$ cat config.mk
export PLATFORM = sky130hd
export DESIGN_NAME = cpu_mem_bridge
export DESIGN_NICKNAME = d
export VERILOG_FILES = /design/src/rtl/cpu_mem_bridge_pkg.sv /design/src/rtl/bridge_line_buf.sv /design/src/rtl/cpu_mem_bridge.sv
export SDC_FILE = /design/constraint.sdc
export NUM_CORES = 2
export LEC_CHECK = 0
export CAP_MARGIN = 40
export CELL_PAD_IN_SITES_DETAIL_PLACEMENT = 0
export CELL_PAD_IN_SITES_GLOBAL_PLACEMENT = 1
export CORE_MARGIN = 10
export CORE_UTILIZATION = 44
export DETAILED_ROUTE_END_ITERATION = 8
export PLACE_DENSITY = 0.87
export SYNTH_ARGS = -nofsm -noshare
export SYNTH_HDL_FRONTEND = slang
export SYNTH_SLANG_ARGS = --single-unit
$ cat constraint.sdc
create_clock -name clk -period 3.45 [get_ports clk]
set_clock_uncertainty 0.1 [all_clocks]
set_input_delay 0.345 -clock clk [delete_from_list [all_inputs] [get_ports clk]]
set_output_delay 0.345 -clock clk [all_outputs]
set_load 0.03 [all_outputs]
$ cat src/rtl/cpu_mem_bridge_pkg.sv
// Shared types for the CPU-to-physical-memory bridge.
// Provides line/beat/tag widths, the bridge FSM state enum, the captured
// CPU request payload, and the byte-lane word merge helper.
package mem_bridge_types;

  localparam int unsigned LINE_BITS = 256;
  localparam int unsigned BEAT_BITS = 64;
  localparam int unsigned BEATS     = 4;
  localparam int unsigned WORD_BITS = 32;
  localparam int unsigned TAG_BITS  = 27;

  typedef logic [LINE_BITS-1:0] line_t;
  typedef logic [BEAT_BITS-1:0] beat_t;
  typedef logic [TAG_BITS-1:0]  tag_t;
  typedef logic [WORD_BITS-1:0] word_t;

  typedef enum logic [2:0] {
    ST_IDLE  = 3'd0,
    ST_FILL  = 3'd1,
    ST_MERGE = 3'd2,
    ST_WB    = 3'd3,
    ST_RESP  = 3'd4
  } state_e;

  // CPU request captured in IDLE and held for the whole transaction
  typedef struct packed {
    logic       is_wr;
    tag_t       line;
    logic [2:0] word;
    word_t      wdata;
    logic [3:0] be;
  } req_t;

  // Replace the byte lanes selected by be with bytes from new_w
  function automatic word_t merge_word(word_t old_w, word_t new_w, logic [3:0] be);
    word_t r;
    r = old_w;
    for (int b = 0; b < 4; b++) begin
      if (be[b]) r[8*b +: 8] = new_w[8*b +: 8];
    end
    return r;
  endfunction

endpackage

$ cat src/rtl/bridge_line_buf.sv
// Single-entry line buffer: valid bit, line tag and 256-bit line data.
// Ports: clear_i (drop valid), beat_we_i/beat_idx_i/beat_i (fill one beat),
// fill_done_i/tag_i (mark line valid with tag), merge_we_i/merge_idx_i/
// merge_wdata_i/merge_be_i (byte-enable word merge), rd_word_idx_i/rd_word_o
// and rd_beat_idx_i/rd_beat_o (read muxes), valid_o/tag_o (hit compare).
module bridge_line_buf
  import mem_bridge_types::*;
(
  input  logic       clk,
  input  logic       rst,
  input  logic       clear_i,
  input  logic       beat_we_i,
  input  logic [1:0] beat_idx_i,
  input  beat_t      beat_i,
  input  logic       fill_done_i,
  input  tag_t       tag_i,
  input  logic       merge_we_i,
  input  logic [2:0] merge_idx_i,
  input  word_t      merge_wdata_i,
  input  logic [3:0] merge_be_i,
  input  logic [2:0] rd_word_idx_i,
  output word_t      rd_word_o,
  input  logic [1:0] rd_beat_idx_i,
  output beat_t      rd_beat_o,
  output logic       valid_o,
  output tag_t       tag_o
);

  logic  valid_q;
  tag_t  tag_q;
  line_t data_q;
  word_t merge_old;

  assign merge_old = data_q[32'(merge_idx_i)*WORD_BITS +: WORD_BITS];

  // Storage update: beat fill and word merge never coincide
  always_ff @(posedge clk) begin
    if (rst) begin
      valid_q <= 1'b0;
      tag_q   <= '0;
      data_q  <= '0;
    end else begin
      if (beat_we_i) data_q[32'(beat_idx_i)*BEAT_BITS +: BEAT_BITS] <= beat_i;
      if (merge_we_i) begin
        data_q[32'(merge_idx_i)*WORD_BITS +: WORD_BITS] <=
          merge_word(merge_old, merge_wdata_i, merge_be_i);
      end
      if (clear_i) begin
        valid_q <= 1'b0;
      end else if (fill_done_i) begin
        valid_q <= 1'b1;
        tag_q   <= tag_i;
      end
    end
  end

  assign rd_word_o = data_q[32'(rd_word_idx_i)*WORD_BITS +: WORD_BITS];
  assign rd_beat_o = data_q[32'(rd_beat_idx_i)*BEAT_BITS +: BEAT_BITS];
  assign valid_o   = valid_q;
  assign tag_o     = tag_q;

endmodule

$ cat src/rtl/cpu_mem_bridge.sv
// Bridge from single-word CPU requests to 4-beat 64-bit line bursts.
// CPU side: mem_read/mem_write/mem_byte_enable/mem_address/mem_wdata in,
// mem_rdata/mem_resp out. Memory side: pmem_read/pmem_write/pmem_address/
// pmem_wdata out, pmem_rdata/pmem_resp in. Sync active-high rst.
// Macro CPU_MEM_BRIDGE_LINEBUF_EN keeps the line buffer valid between
// transactions so repeat accesses to the same line hit; without it every
// access refills.
module cpu_mem_bridge
  import mem_bridge_types::*;
(
  input  logic        clk,
  input  logic        rst,
  input  logic        mem_read,
  input  logic        mem_write,
  input  logic [3:0]  mem_byte_enable,
  input  logic [31:0] mem_address,
  input  logic [31:0] mem_wdata,
  output logic [31:0] mem_rdata,
  output logic        mem_resp,
  output logic        pmem_read,
  output logic        pmem_write,
  output logic [31:0] pmem_address,
  output logic [63:0] pmem_wdata,
  input  logic [63:0] pmem_rdata,
  input  logic        pmem_resp
);

  state_e     state_q, state_d;
  logic [1:0] cnt_q, cnt_d;
  req_t       req_q, req_d;
  word_t      rdata_q, rdata_d;
  beat_t      wdata_q, wdata_d;
  logic       resp_q, rd_q, wr_q;

  logic       buf_valid, buf_clear, beat_we, fill_done, merge_we, hit;
  tag_t       buf_tag;
  word_t      buf_word;
  beat_t      buf_beat, wb_beat;
  logic [2:0] rd_word_idx;
  logic [1:0] rd_beat_idx;
  logic       addr_unused;

  assign addr_unused = ^mem_address[1:0];

  bridge_line_buf u_buf (
    .clk           (clk),
    .rst           (rst),
    .clear_i       (buf_clear),
    .beat_we_i     (beat_we),
    .beat_idx_i    (cnt_q),
    .beat_i        (pmem_rdata),
    .fill_done_i   (fill_done),
    .tag_i         (req_q.line),
    .merge_we_i    (merge_we),
    .merge_idx_i   (req_q.word),
    .merge_wdata_i (req_q.wdata),
    .merge_be_i    (req_q.be),
    .rd_word_idx_i (rd_word_idx),
    .rd_word_o     (buf_word),
    .rd_beat_idx_i (rd_beat_idx),
    .rd_beat_o     (buf_beat),
    .valid_o       (buf_valid),
    .tag_o         (buf_tag)
  );

`ifdef CPU_MEM_BRIDGE_LINEBUF_EN
  assign buf_clear = 1'b0;
`else
  // Drop the line on the way back to IDLE so the next access misses
  assign buf_clear = (state_q == ST_RESP);
`endif

  assign hit = buf_valid && (buf_tag == mem_address[31:5]);

  // In IDLE the live address selects the hit word; afterwards the captured one
  assign rd_word_idx = (state_q == ST_IDLE) ? mem_address[4:2] : req_q.word;
  // Preload the next write beat: beat 0 from MERGE, beat cnt+1 during WB
  assign rd_beat_idx = (state_q == ST_MERGE) ? 2'd0 : cnt_q + 2'd1;

  // Next-state and buffer control
  always_comb begin
    state_d   = state_q;
    cnt_d     = cnt_q;
    req_d     = req_q;
    beat_we   = 1'b0;
    fill_done = 1'b0;
    merge_we  = 1'b0;
    case (state_q)
      ST_IDLE: begin
        cnt_d = 2'd0;
        if (mem_write || mem_read) begin
          req_d.is_wr = mem_write;
          req_d.line  = mem_address[31:5];
          req_d.word  = mem_address[4:2];
          req_d.wdata = mem_wdata;
          req_d.be    = mem_byte_enable;
          if (hit) state_d = mem_write ? ST_MERGE : ST_RESP;
          else     state_d = ST_FILL;
        end
      end
      ST_FILL: begin
        if (pmem_resp) begin
          beat_we = 1'b1;
          cnt_d   = cnt_q + 2'd1;
          if (cnt_q == 2'd3) begin
            fill_done = 1'b1;
            state_d   = req_q.is_wr ? ST_MERGE : ST_RESP;
          end
        end
      end
      ST_MERGE: begin
        merge_we = 1'b1;
        state_d  = ST_WB;
      end
      ST_WB: begin
        if (pmem_resp) begin
          cnt_d = cnt_q + 2'd1;
          if (cnt_q == 2'd3) state_d = ST_RESP;
        end
      end
      ST_RESP: state_d = ST_IDLE;
      default: state_d = ST_IDLE;
    endcase
  end

  // Registered data outputs
  always_comb begin
    rdata_d = rdata_q;
    wdata_d = wdata_q;
    wb_beat = buf_beat;
    // Buffer merge lands at the MERGE->WB edge, so patch beat 0 here
    if (state_q == ST_MERGE && req_q.word[2:1] == 2'd0) begin
      if (req_q.word[0]) wb_beat[63:32] = merge_word(buf_word, req_q.wdata, req_q.be);
      else               wb_beat[31:0]  = merge_word(buf_word, req_q.wdata, req_q.be);
    end
    if (state_q == ST_MERGE) begin
      wdata_d = wb_beat;
    end else if (state_q == ST_WB && pmem_resp && cnt_q != 2'd3) begin
      wdata_d = wb_beat;
    end
    if (state_d == ST_RESP) begin
      // Last fill beat is still on pmem_rdata, not yet in the buffer
      if (state_q == ST_FILL && req_q.word[2:1] == 2'd3) begin
        rdata_d = req_q.word[0] ? pmem_rdata[63:32] : pmem_rdata[31:0];
      end else begin
        rdata_d = buf_word;
      end
    end
  end

  // State, counter and output registers
  always_ff @(posedge clk) begin
    if (rst) begin
      state_q <= ST_IDLE;
      cnt_q   <= 2'd0;
      req_q   <= '0;
      rdata_q <= '0;
      wdata_q <= '0;
      resp_q  <= 1'b0;
      rd_q    <= 1'b0;
      wr_q    <= 1'b0;
    end else begin
      state_q <= state_d;
      cnt_q   <= cnt_d;
      req_q   <= req_d;
      rdata_q <= rdata_d;
      wdata_q <= wdata_d;
      resp_q  <= (state_d == ST_RESP);
      rd_q    <= (state_d == ST_FILL);
      wr_q    <= (state_d == ST_WB);
    end
  end

  assign mem_rdata    = rdata_q;
  assign mem_resp     = resp_q;
  assign pmem_read    = rd_q;
  assign pmem_write   = wr_q;
  assign pmem_address = {req_q.line, 5'b0};
  assign pmem_wdata   = wdata_q;

endmodule
==> results by group <==
Run status
  • Status: finished clean

Power
  • Seq pwr share: 41.9%
  • Pwr/cell area: 399.2 nW/µm²
  • Peak supply drop: 0.3508 mV
  • Clk network pwr share: 43.7%
  • Leakage power: about 11 nW
  • Total power: 0.01310 W
  • Comb pwr share: between 10% and 20%
  • Net switching fraction of the power: 28.77%
  • Sw Pwr: ~0.0038 W
  • Cell internal pwr: slightly above 0.009 W

Floorplanning
  • Height of the die: 270.4 µm
  • Io pins: about 270
  • Starting Density: around 45%
  • Die Area: approximately 73000 µm²
  • Std cell rows: 91
  • Die X: 270.4 µm
  • CORE AREA: between 60000 and 70000 µm²

Timing
  • Final period utilization: 93.66%
  • Final hold violations: 0
  • RSZ-0062 raised after global routing: no
  • Sum of negative setup slack: 0 ns
  • Final setup fails: 0
  • Max Freq: 309.5 MHz
  • Pins over their slew limit: 0
  • Slew @ Worst Pin: about 0.95 ns
  • Slew HR: 35.16%
  • Tmin final: 3.231 ns
  • Final worst slack: 0.2188 ns

Synthesis
  • Sequential fraction of the synthesis area: approximately 33%
  • Largest family of logic cells by synthesized area: compound AO/OA/AOI/OAI gates
  • Synth Area in Simple Gates: a little over a fifth
  • FF+latch count, synth: about 460
  • Yosys cell types: 63
  • Post-synthesis adder-cell area fraction: less than 1%
  • Cell Area, Synth: 27580 µm²
  • YS warnings: 0
  • Ys async rst share: 0%
  • Most common cell in the netlist: nand2_1
  • Mapped Cells: about 3400
  • Avg Cell Area, Syn: approximately 8.1 µm²
  • Xor/xnor share of the synthesized area: less than 1%
  • Post-synth top flop: dfxtp_1
  • Commonest cells post-synth: nand2_1 (546), dfxtp_1 (455), nor2_1 (325), clkbuf_1 (261), nand3_1 (256)
  • Post-synth EDFFs: 0
  • Synth top area share: 33.03%
  • Largest cells by area after synthesis: dfxtp_1 (33%), mux4_2 (8.7%), nand2_1 (7.4%), mux2i_1 (5.5%), nand3_1 (4.6%)
  • Synth area leader: dfxtp_1
  • Multiplexer share of the synthesized area: roughly 16%
  • Synth Area in Compound Gates: 22.59%

Global routing
  • Total GRT Usage: 31.72%
  • Global-route wire length before repair: ~180000 µm
  • Initial antenna violation count: 6
  • Vias in the first global route: approximately 28000
  • Largest net degree at the start of global routing: between 150 and 200
  • Gr ovfl total: 0

Routing
  • Post-route DRC: 0
  • Total number of vias: 29500
  • Vias per cell: between 6 and 7
  • Avg WL per Cell: 28.20 µm
  • DR WL met3: 16820 µm
  • Max Used Layer: met4
  • Met2 WL: 52250 µm
  • Drt pass-1 iters: 9
  • Final wirelength: 122300 µm
  • Routed Antenna Nets: 0
  • Drt initial violations: around 4700
  • Wire length on met1: ~46000 µm

Clock network
  • Clk Latency, worst-skew pair: 0.63 ns
  • H-tree Lvls: 2
  • TritonCTS clock tree: built
  • # hold bufs at CTS: 0
  • Cts repair resizes: 0
  • Clock transition at the registers of the reported paths: ~0.060 ns
  • Total CTS buffers: 52
  • Root buffer cell: clkbuf_16
  • CTS sink count: between 400 and 500
  • Setup repair bufs after CTS: 0
  • Maximum clock insertion buffer count: 3

Final layout
  • Fin nets: ~3600
  • Final Util: 52.97%
  • Ratio of cells with drive above 1 in the final layout: 11.73%
  • Fin area: 32810 µm²
  • Synth-to-layout area growth: 18.95%

Place
  • IO buf count: between 200 and 300
  • Placed cell area: 31070 µm²
  • Placed wire-length estimate: between 70000 and 80000 µm
  • Pre-CTS WS: 0.3354 ns
  • GP Congestion: 0.9122

Setup path
  • Worst Setup Start Kind: flip-flop
  • Kind of critical path: flip-flop to flip-flop
  • CP arrival: ~3.7 ns
  • Max FO, Critical Path: 38
  • Worst EP required: roughly 3.9 ns
  • Crit. End Element: flip-flop

Job
  • Max-capacitance violation count: 0

Worst hold path
  • Worst min-delay path category: primary input to flip-flop
## cell families (layout without fill, tap and decap cells)
logic type               Yosys count  count (layout)
adder cells (fa/ha/maj)            8               8
multiplexers                     291             291
AO/OA/AOI/OAI                    867             867
AND/OR/NAND/NOR                 1341            1341
flip-flops                       455             455
other                              1              12
buffers and inverters            403             500
XOR/XNOR                          27              27
## final timing paths
check                                    start                 to  slack [ns]  cells past startpoint
worst max register to register       req_q[36]  u_buf.data_q[236]        0.22                      8
worst min register to register  pmem_wdata[17]     pmem_wdata[17]        0.36                      2
worst max-delay path                 req_q[36]  u_buf.data_q[236]        0.22                      8
worst min-delay path                       rst   pmem_address[12]        0.06                      2
## area by class of cell
type,count,area [µm²]
flip-flops and latches,455,9121
repair buffers,396,4003
well taps,837,1047
diodes,7,17.52
inverters,12,45.04
multi-input cells,2539,16860
clock inverters,22,254.0
fillers,5813,29130
clock buffers,70,1460
## registers in the layout, indices dropped and copies added (netlist names)
register,count
pmem_read,1
mem_rdata,32
pmem_write,1
u_buf.data_q,256
mem_resp,1
pmem_wdata,64
u_buf.tag_o,27
state_q,3
req_q,40
cnt_q,2
u_buf.valid_o,1
pmem_address,27
## metal layers
metal,vias to the layer above,global-route usage (%)
li1,12760,-
met5,-,0
met3,499,9.630
met4,0,16.26
met2,2266,47.53
met1,13970,40.62
## layout by cell type (no fill, tap or decap), drive strengths merged, types with 55 or more instances in the layout
master	count
nand2	546
mux2i	151
a211oi	87
nor2	325
clkdlybuf4s50	257
clkbuf	70
a31oi	55
nand3	256
dfxtp	455
o21ai	68
a311oi	129
a221oi	73
mux4	107
a21oi	237
nor3	85
buf	139
## worst max-delay path: stages, from the launching register on
cell and delay [ns]:
dfxtp_4 0.81, inv_1 0.16, ha_1 0.25, ha_1 0.35, nor3_1 0.46, nor3b_4 0.31, buf_4 0.40, a221oi_1 0.10
nor3_1 0.17
## power by group through the flow
stage,logic [W],registers (W),clock network [W]
after floorplan,0.00110,0.00553,0
after global placement,0.00181,0.00559,0
after detailed placement,0.00182,0.00559,0
after CTS,0.00183,0.00547,0.00575
after global routing,0.00196,0.00549,0.00594
final,0.00189,0.00548,0.00572
## stage by stage
stage          hold slack [ns]  instances
2_1_floorplan           0.3364       3397
3_3_place_gp            0.3335       4235
3_5_place_dp            0.3452       4238
4_1_cts                0.05564       4330
5_1_grt                0.08222       4335
6_report               0.05761       4338
Power figures use the tool's default switching activity.
